## src/rtl/exe_trace_capture.sv

```systemverilog
// exe_trace_capture
//   Trace tap on the execution unit. Every cycle that trace_en and exe_enable
//   are both high, the retiring {PC_in, IR_in} pair goes into a 16-deep record
//   FIFO. A serializer drains the FIFO as 9-byte frames on a valid/ready byte
//   stream that feeds the UART TX path. Each frame is SYNC_BYTE, then PC
//   MSB-first, then IR MSB-first.
//
// Ports
//   clk, reset_n         core clock, synchronous active-low reset
//   trace_en             capture enable (0 = ignore exe_enable)
//   clear                synchronous flush of FIFO, serializer and statistics
//   exe_enable           retire strobe from the execution unit
//   PC_in, IR_in         PC / IR of the retiring instruction
//   byte_out/byte_valid  serialized byte stream (held until byte_ready)
//   byte_ready           consumer accepts byte_out this cycle
//   fifo_count           records currently buffered
//   overflow             sticky flag: a record was dropped since reset/clear
//   drop_count           dropped-record counter, saturating at 16'hFFFF
module exe_trace_capture #(
    parameter int unsigned FIFO_DEPTH_LOG2 = 4,
    parameter logic [7:0]  SYNC_BYTE       = 8'hA5
) (
    input  logic                     clk,
    input  logic                     reset_n,
    input  logic                     trace_en,
    input  logic                     clear,
    input  logic                     exe_enable,
    input  logic [31:0]              PC_in,
    input  logic [31:0]              IR_in,
    output logic [7:0]               byte_out,
    output logic                     byte_valid,
    input  logic                     byte_ready,
    output logic [FIFO_DEPTH_LOG2:0] fifo_count,
    output logic                     overflow,
    output logic [15:0]              drop_count
);

    localparam int unsigned DEPTH = 1 << FIFO_DEPTH_LOG2;
    localparam int unsigned PW    = FIFO_DEPTH_LOG2 + 1;

    typedef enum logic {
        IDLE,
        SEND
    } state_t;

    logic [63:0]                mem_q [DEPTH];
    logic [PW-1:0]              wr_cnt_q, wr_cnt_d;
    logic [PW-1:0]              rd_cnt_q, rd_cnt_d;
    logic [PW-1:0]              count;
    logic [FIFO_DEPTH_LOG2-1:0] wr_addr, rd_addr;

    state_t      state_q;
    logic [63:0] shift_q;
    logic [3:0]  idx_q;
    logic [7:0]  byte_q;
    logic        valid_q;
    logic        overflow_q;
    logic [15:0] drop_cnt_q, drop_cnt_d;

    logic empty, full, last_accept, pop, push_req, push, drop;

    always_comb begin
        count   = wr_cnt_q - rd_cnt_q;
        wr_addr = wr_cnt_q[FIFO_DEPTH_LOG2-1:0];
        rd_addr = rd_cnt_q[FIFO_DEPTH_LOG2-1:0];
        empty   = (count == '0);
        // count never exceeds DEPTH, so its MSB alone marks the full state
        full    = count[FIFO_DEPTH_LOG2];

        // Last byte of a frame is being handed off this cycle
        last_accept = (state_q == SEND) && byte_ready && (idx_q == 4'd8);
        pop         = !empty && ((state_q == IDLE) || last_accept);

        push_req = trace_en & exe_enable;
        // A full FIFO still takes the record when a slot frees this same cycle
        push     = push_req && (!full || pop);
        drop     = push_req && !push;

        wr_cnt_d = push ? wr_cnt_q + PW'(1) : wr_cnt_q;
        rd_cnt_d = pop  ? rd_cnt_q + PW'(1) : rd_cnt_q;

        drop_cnt_d = drop_cnt_q;
        if (drop && (drop_cnt_q != '1)) begin
            drop_cnt_d = drop_cnt_q + 16'd1;
        end
    end

    // Record storage needs no reset: pointers define which entries are live
    always_ff @(posedge clk) begin
        if (push) begin
            mem_q[wr_addr] <= {PC_in, IR_in};
        end
    end

    always_ff @(posedge clk) begin
        if (!reset_n || clear) begin
            wr_cnt_q   <= '0;
            rd_cnt_q   <= '0;
            state_q    <= IDLE;
            shift_q    <= '0;
            idx_q      <= '0;
            byte_q     <= '0;
            valid_q    <= 1'b0;
            overflow_q <= 1'b0;
            drop_cnt_q <= '0;
        end else begin
            wr_cnt_q   <= wr_cnt_d;
            rd_cnt_q   <= rd_cnt_d;
            drop_cnt_q <= drop_cnt_d;
            if (drop) begin
                overflow_q <= 1'b1;
            end

            case (state_q)
                IDLE: begin
                    if (pop) begin
                        shift_q <= mem_q[rd_addr];
                        byte_q  <= SYNC_BYTE;
                        valid_q <= 1'b1;
                        idx_q   <= '0;
                        state_q <= SEND;
                    end
                end
                SEND: begin
                    if (byte_ready) begin
                        if (idx_q != 4'd8) begin
                            byte_q  <= shift_q[63:56];
                            shift_q <= {shift_q[55:0], 8'h00};
                            idx_q   <= idx_q + 4'd1;
                        end else if (pop) begin
                            // Next frame starts immediately, no idle cycle
                            shift_q <= mem_q[rd_addr];
                            byte_q  <= SYNC_BYTE;
                            idx_q   <= '0;
                        end else begin
                            valid_q <= 1'b0;
                            state_q <= IDLE;
                        end
                    end
                end
                default: state_q <= IDLE;
            endcase
        end
    end

    assign byte_out   = byte_q;
    assign byte_valid = valid_q;
    assign fifo_count = count;
    assign overflow   = overflow_q;
    assign drop_count = drop_cnt_q;

endmodule
```

## config.mk

```make
export PLATFORM = sky130hd
export DESIGN_NAME = exe_trace_capture
export DESIGN_NICKNAME = d
export VERILOG_FILES = /design/src/rtl/exe_trace_capture.sv
export SDC_FILE = /design/constraint.sdc
export NUM_CORES = 1
export LEC_CHECK = 0
export CAP_MARGIN = 40
export CELL_PAD_IN_SITES_DETAIL_PLACEMENT = 1
export CELL_PAD_IN_SITES_GLOBAL_PLACEMENT = 2
export CORE_UTILIZATION = 49
export DETAILED_ROUTE_END_ITERATION = 10
export PLACE_DENSITY_LB_ADDON = 0.25
export SETUP_SLACK_MARGIN = 0.1
export SYNTH_ARGS = -nofsm -noshare
export SYNTH_HDL_FRONTEND = slang
export SYNTH_SLANG_ARGS = --single-unit
```

## constraint.sdc

```tcl
create_clock -name clk -period 9.71 [get_ports clk]
set_input_delay 2.913 -clock clk [delete_from_list [all_inputs] [get_ports clk]]
set_output_delay 2.913 -clock clk [all_outputs]
set_load 0.01 [all_outputs]
```

==> results by group, run 1 <==
Critical path
  • Worst Path Max Fanout: 5
  • Crit path buf inv count: 3
  • Crit start category: register
  • Required time worst endpoint: 6800 ps
  • Family with the most delay on the worst path: buffers and inverters
  • CP Cell Sequence: inv_1, ha_1, inv_1, fa_1, nand3_1, a21oi_1, nor2_1, clkdlybuf4s50_1
  • Critical Path Most Common Cell: inv_1
  • CP max stage delay: 500 ps
  • Critical Path End Type: output port
  • Setup Crit Path Kind: reg -> out
  • Reg-to-reg endpoint: shift_q[53]
  • Worst-case reg-to-reg path depth: 7
  • Crit path DAT: 2920 ps
  • Flop2flop setup slack: 5570 ps
  • Slowest stage cell, crit path: clkdlybuf4s50_1

Drt
  • DRT Pass-1 Iters: 9
  • DRC viols: 0
  • Antenna Violating Nets Remaining: 0
  • DR WL/cell: 30.7 um
  • Initial DRC Count: 2519
  • M1 WL: 48700 um
  • Met2 WL post-DR: 48500 um
  • DR vias/cell: 6.22
  • DRT Wirelength: 107000 um
  • Highest routed metal layer: met5
  • WL met3: 8410 um
  • Vias: 21700

Synthesis
  • Post-synthesis async set-or-reset flop share: 0%
  • Number of synthesized register bits: 1133
  • Largest cells by area after synthesis: edfxtp_1 (71%), mux4_2 (13%), dfxtp_1 (5.0%), mux2i_1 (1.7%), a222oi_1 (1.3%)
  • Synth Cell Area: 43300 um2
  • Netlist cell types: 44
  • Mapped Nets: 2200
  • Synth warn: 0
  • EDFF count, synth: 1024
  • Ys flop type: edfxtp_1
  • Register area share after synthesis: 76.0%
  • Avg Inst Size Synth: 20.5 um2
  • Synth Instances: 2117
  • Dominant cell type by area after synthesis: edfxtp_1
  • Top-area cell type share of the netlist area: 71.0%

Floorplan
  • Core outline area: 87200 um2
  • Total die area: 89600 um2
  • Die Wd: 299 um
  • Cell row count: 108
  • I/O pin count: 101
  • Die height: 299 um
  • Initial Util: 49.7%

Global route
  • GRT Util Overall: 24.1%
  • Initial antenna violation count: 5
  • Largest net degree at the start of global routing: 124
  • Vias in the first global route: 22600
  • GRT overflow: 0
  • First-pass GRT wire length: 156000 um

STA
  • FMAX: 171 MHz
  • Final Hold Viols: 0
  • Worst Skew: 35.6 ps
  • Rel. slew slack: 33.9%
  • RSZ-0062 raised after global routing: no
  • Setup TNS: 0 ps
  • Final Slew Violations: 0
  • Final Setup Violations: 0
  • Final worst setup slack: 3880 ps
  • Final period utilization: 60.1%
  • Final hold slack: 461 ps
  • Tmin final: 5830 ps
  • Worst Max-Slew Pin Slew: 988 ps

Cells and area
  • Final Core Density: 56.8%
  • Post-layout net count: 2324
  • Area growth syn-to-layout: 14.3%
  • Final Cell Area: 49500 um2
  • Share of cells above drive strength 1: 20.4%
  • Diode count: 0

Clock tree
  • Post-CTS Hold Fix Bufs: 0
  • Num CTS Buffers: 114
  • CTS clk-pin slew, worst paths: 60 ps
  • CTS root buf: clkbuf_16
  • Sink Count: 1133
  • CTS tree: done
  • CTS resizes: 0
  • Worst skew pair latency: 700 ps
  • Clock tree buffer depth: 3
  • Post-CTS Setup Repair Bufs: 0
  • H-tree Lvls: 3

Run
  • Max Cap Viol: 0

Hold path
  • Hold Path End: byte_out[0]
  • Hold Startpoint: byte_out[0]
  • Worst Hold Class: reg -> reg
  • Hold Path Cell Cnt: 2

Power and ir drop
  • Pwr dens: 233 nW/um2
  • LEAKAGE: 15.0 nW
  • Peak VDD IR: 0.000295 V

Place
  • Final HPWL from detailed placement: 65400 um
  • RePlAce Congestion: 0.815
  • Worst slack, placed: 3610 ps
  • Area after DPL: 45900 um2
  • Number of port buffers: 100

Status
  • Status: finished clean
-- synth_stat cells (19+ instances only) --
library cell / number
a211oi_1: 56
nor2b_1: 59
buf_2: 23
nand2_1: 28
buf_1: 19
a21oi_1: 76
clkbuf_1: 71
nor2_1: 95
mux2i_1: 72
and3_1: 23
edfxtp_1: 1024
mux4_2: 257
dfxtp_1: 109
a222oi_1: 56
-- cell type report --
class / count / area [um2]
clock buffers: 147 / 3040
clock inverters: 64 / 563
fillers: 7491 / 37600
inverters: 14 / 52.6
multi-input cells: 839 / 9830
flip-flops and latches: 1133 / 32900
well taps: 1155 / 1450
repair buffers: 139 / 1650
-- worst reg2reg max path, stage by stage (launching register included) --
cell	delay, ps
dfxtp_4	780
buf_4	750
buf_4	840
mux4_2	640
mux2i_1	390
a21oi_1	180
a222oi_1	340
nor2_1	70
-- routing by layer --
layer | vias to the layer above | track usage, %
met4 | 4 | 5.38
met1 | 11800 | 37.6
met3 | 125 | 4.73
li1 | 9048 | -
met5 | - | 0
met2 | 778 | 35.4
-- cell families (layout without fill, tap and decap cells) --
group | after synthesis | after routing | synth area share, %
buffers and inverters | 145 | 364 | 1.56
adder cells (fa/ha/maj) | 13 | 13 | 0.393
AND/OR/NAND/NOR | 251 | 251 | 2.89
AO/OA/AOI/OAI | 223 | 223 | 3.68
flip-flops | 1133 | 1133 | 76.0
XOR/XNOR | 23 | 23 | 0.465
multiplexers | 329 | 329 | 15.0
-- flip-flops by register name (all words and copies together), names as in the netlist, named ones only --
name        flops
byte_valid      1
mem_q        1024
rd_cnt_q        5
drop_count     16
byte_out        8
overflow        1
shift_q        64
wr_cnt_q        5
state_q         1
idx_q           4
-- per-stage QoR --
stage | power, mW | instances
2_1_floorplan | 6.79 | 2117
3_3_place_gp | 7.31 | 3260
5_1_grt | 11.9 | 3491
6_report | 11.5 | 3491
3_5_place_dp | 7.37 | 3279
4_1_cts | 11.6 | 3490
-- layout by cell type (no fill, tap or decap), drive strengths merged, types with 39 or more instances in the layout --
cell and n:
a211oi 56, a21oi 76, a222oi 56, buf 39, clkbuf 147, clkdlybuf4s50 100
clkinv 49, dfxtp 109, edfxtp 1024, mux2i 72, mux4 257, nor2 95
nor2b 59
-- where the power goes --
| part | switching, mW | internal [mW] |
|---|---|---|
| Sequential | 0.0971 | 5.40 |
| Combinational | 1.01 | 0.755 |
| Clock | 1.83 | 2.44 |
-- worst max path at each step --
stage	startpoint	endpoint	slack [ps]	depth (start not counted)
after detailed placement	byte_ready	mem_q[3][15]	3610	8
after floorplan	byte_ready	mem_q[3][0]	1110	6
final	wr_cnt_q[0]	fifo_count[4]	3880	8
after global placement	byte_ready	mem_q[3][15]	3580	7
after CTS	wr_cnt_q[0]	fifo_count[4]	3820	8
after global routing	wr_cnt_q[0]	fifo_count[4]	3640	8
No activity file was read; power rests on OpenSTA's default activity.
==> run 2: changes to the inputs <==
CORE_UTILIZATION = 44   (was 49)
clock period = 5.1 ns   (was 9.71 ns; I/O delays follow)
==> run 2 against run 1 <==
Against the previous run: via count shrank 2.7%; clock-buffer cell count is 7 lower; cell area up 1.6%; core utilization down 5.0 points; flip-flop and latch count is the same; die area rose by 11%; routed wire length decreased by 5.8%; non-clock buffer count rose by 24; critical path depth stayed put; sequential share of layout area shrank 1.1 points; cell count rose by 4.3%; global-route usage is 3.5 points lower; largest power group unchanged.
==> results by group, run 2 (same netlist as run 1, synthesis figures left out) <==
Critical path
  • Family with the most delay on the worst path: buffers and inverters
  • Critical Path End Type: output port
  • Required time worst endpoint: 3570 ps
  • Crit path DAT: 2860 ps
  • Worst Path Max Fanout: 5
  • CP Cell Sequence: inv_1, ha_1, inv_1, fa_1, nand3_1, a21oi_1, nor2_1, clkdlybuf4s50_1
  • Critical Path Most Common Cell: inv_1
  • Slowest stage cell, crit path: clkdlybuf4s50_1
  • Crit path buf inv count: 3
  • CP max stage delay: 510 ps
  • Setup Crit Path Kind: reg -> out
  • Crit start category: register

Clock tree
  • Post-CTS Hold Fix Bufs: 0
  • Sink Count: 1133
  • Clock tree buffer depth: 3
  • CTS root buf: clkbuf_16
  • Worst skew pair latency: 690 ps
  • CTS clk-pin slew, worst paths: 60 ps
  • CTS tree: done
  • CTS resizes: 0
  • H-tree Lvls: 3
  • Post-CTS Setup Repair Bufs: 0
  • Num CTS Buffers: 115

Place
  • Area after DPL: 46400 um2
  • Final HPWL from detailed placement: 58600 um
  • Placed cells: 3425
  • Worst slack, placed: 565 ps
  • Number of port buffers: 100
  • RePlAce Congestion: 0.773

Drt
  • DR WL/cell: 27.7 um
  • DR vias/cell: 5.81
  • DRT Pass-1 Iters: 8
  • DRT Wirelength: 101000 um
  • Antenna Violating Nets Remaining: 0
  • Vias: 21100
  • DRC viols: 0
  • Initial DRC Count: 1992

Cells and area
  • Area growth syn-to-layout: 16.2%
  • Final Cell Area: 50300 um2
  • Largest register FFs: 1024
  • Most frequent cells in the layout: edfxtp_1 (1024), mux4_2 (257), clkbuf_16 (117), dfxtp_1 (105), clkdlybuf4s50_1 (100)
  • Post-layout net count: 2349
  • Finished Layout Cells: 3641
  • Reg with most FFs: mem_q
  • Share of cells above drive strength 1: 22.4%
  • Most common cell after layout, fill and taps aside: edfxtp_1
  • Diode count: 0

STA
  • Worst Max-Slew Pin Slew: 875 ps
  • Worst Skew: 28.0 ps
  • Tmin final: 4390 ps
  • Final period utilization: 86.0%
  • Setup TNS: 0 ps
  • Final worst setup slack: 714 ps
  • Final hold slack: 462 ps
  • FMAX: 228 MHz
  • Final Setup Violations: 0
  • Rel. slew slack: 41.7%
  • Final Slew Violations: 0
  • Final Hold Viols: 0
  • RSZ-0062 raised after global routing: no

Power and ir drop
  • Pwr dens: 448 nW/um2
  • Peak VDD IR: 0.000336 V
  • LEAKAGE: 15.3 nW

Floorplan
  • Die height: 316 um
  • Cell row count: 114
  • Core outline area: 97100 um2
  • I/O pin count: 101
  • Initial Util: 44.6%
  • Die Wd: 316 um
  • Total die area: 99700 um2

Global route
  • Vias in the first global route: 22800
  • GRT Util Overall: 20.6%
  • Largest net degree at the start of global routing: 116
  • Initial antenna violation count: 6
  • GRT overflow: 0
  • First-pass GRT wire length: 151000 um

Status
  • Status: finished clean

Hold path
  • Worst Hold Class: reg -> reg

Run
  • Max Cap Viol: 0
[run 2: cell types whose count changed in the layout (fill, tap and decap cells not counted), sizes merged]
cell	change
inv	+1
clkinv	+1
clkbuf	-7
bufinv	+9
buf	+24
clkinvlp	+1
[run 2: per-layer routing]
layer / global-route usage (%) / routed length (um) / share of wire [%] / up-vias
li1: - / - / - / 9111
met1: 28.0 / 43200 / 43 / 11300
met2: 34.3 / 50100 / 50 / 562
met3: 4.22 / 5910 / 5.9 / 128
met4: 5.01 / 1670 / 1.7 / 10
met5: 0 / 61 / 0.060 / -
[run 2: final cells by class]
type | instances | area, um2
inverters | 14 | 52.6
flip-flops and latches | 1133 | 32900
clock inverters | 76 | 862
repair buffers | 163 | 1960
multi-input cells | 839 | 9830
well taps | 1276 | 1600
clock buffers | 140 | 3080
fillers | 8493 | 46800
[run 2: worst paths after layout]
check,slack (ps),end,from,cells after the start
setup / recovery,710,fifo_count[4],wr_cnt_q[0],8
hold / removal,460,byte_out[0],byte_out[0],2
hold reg to reg,460,byte_out[0],byte_out[0],2
setup reg to reg,1490,mem_q[3][46],wr_cnt_q[0],10
[run 2: through the flow]
step | total power [mW] | utilization (%)
after CTS | 22.8 | 51.8
after global placement | 14.0 | 47.7
after detailed placement | 14.1 | 47.8
final | 22.6 | 51.8
after floorplan | 12.9 | -
after global routing | 23.3 | 51.8
[run 2: power breakdown]
| part | leakage, nW | switching (mW) | internal, mW |
|---|---|---|---|
| clock network | 1.95 | 3.54 | 5.20 |
| registers | 10.1 | 0.130 | 10.3 |
| logic | 3.27 | 1.87 | 1.53 |
| total | 15.3 | 5.54 | 17.0 |
[run 2: worst register-to-register path, cell delays in order (launching register included)]
cell	delay, ps
dfxtp_1	420
inv_1	120
ha_1	230
inv_1	70
fa_1	210
nand3_1	100
a21oi_1	390
o311a_1	730
nand2_1	260
nor3_4	210
buf_12	440
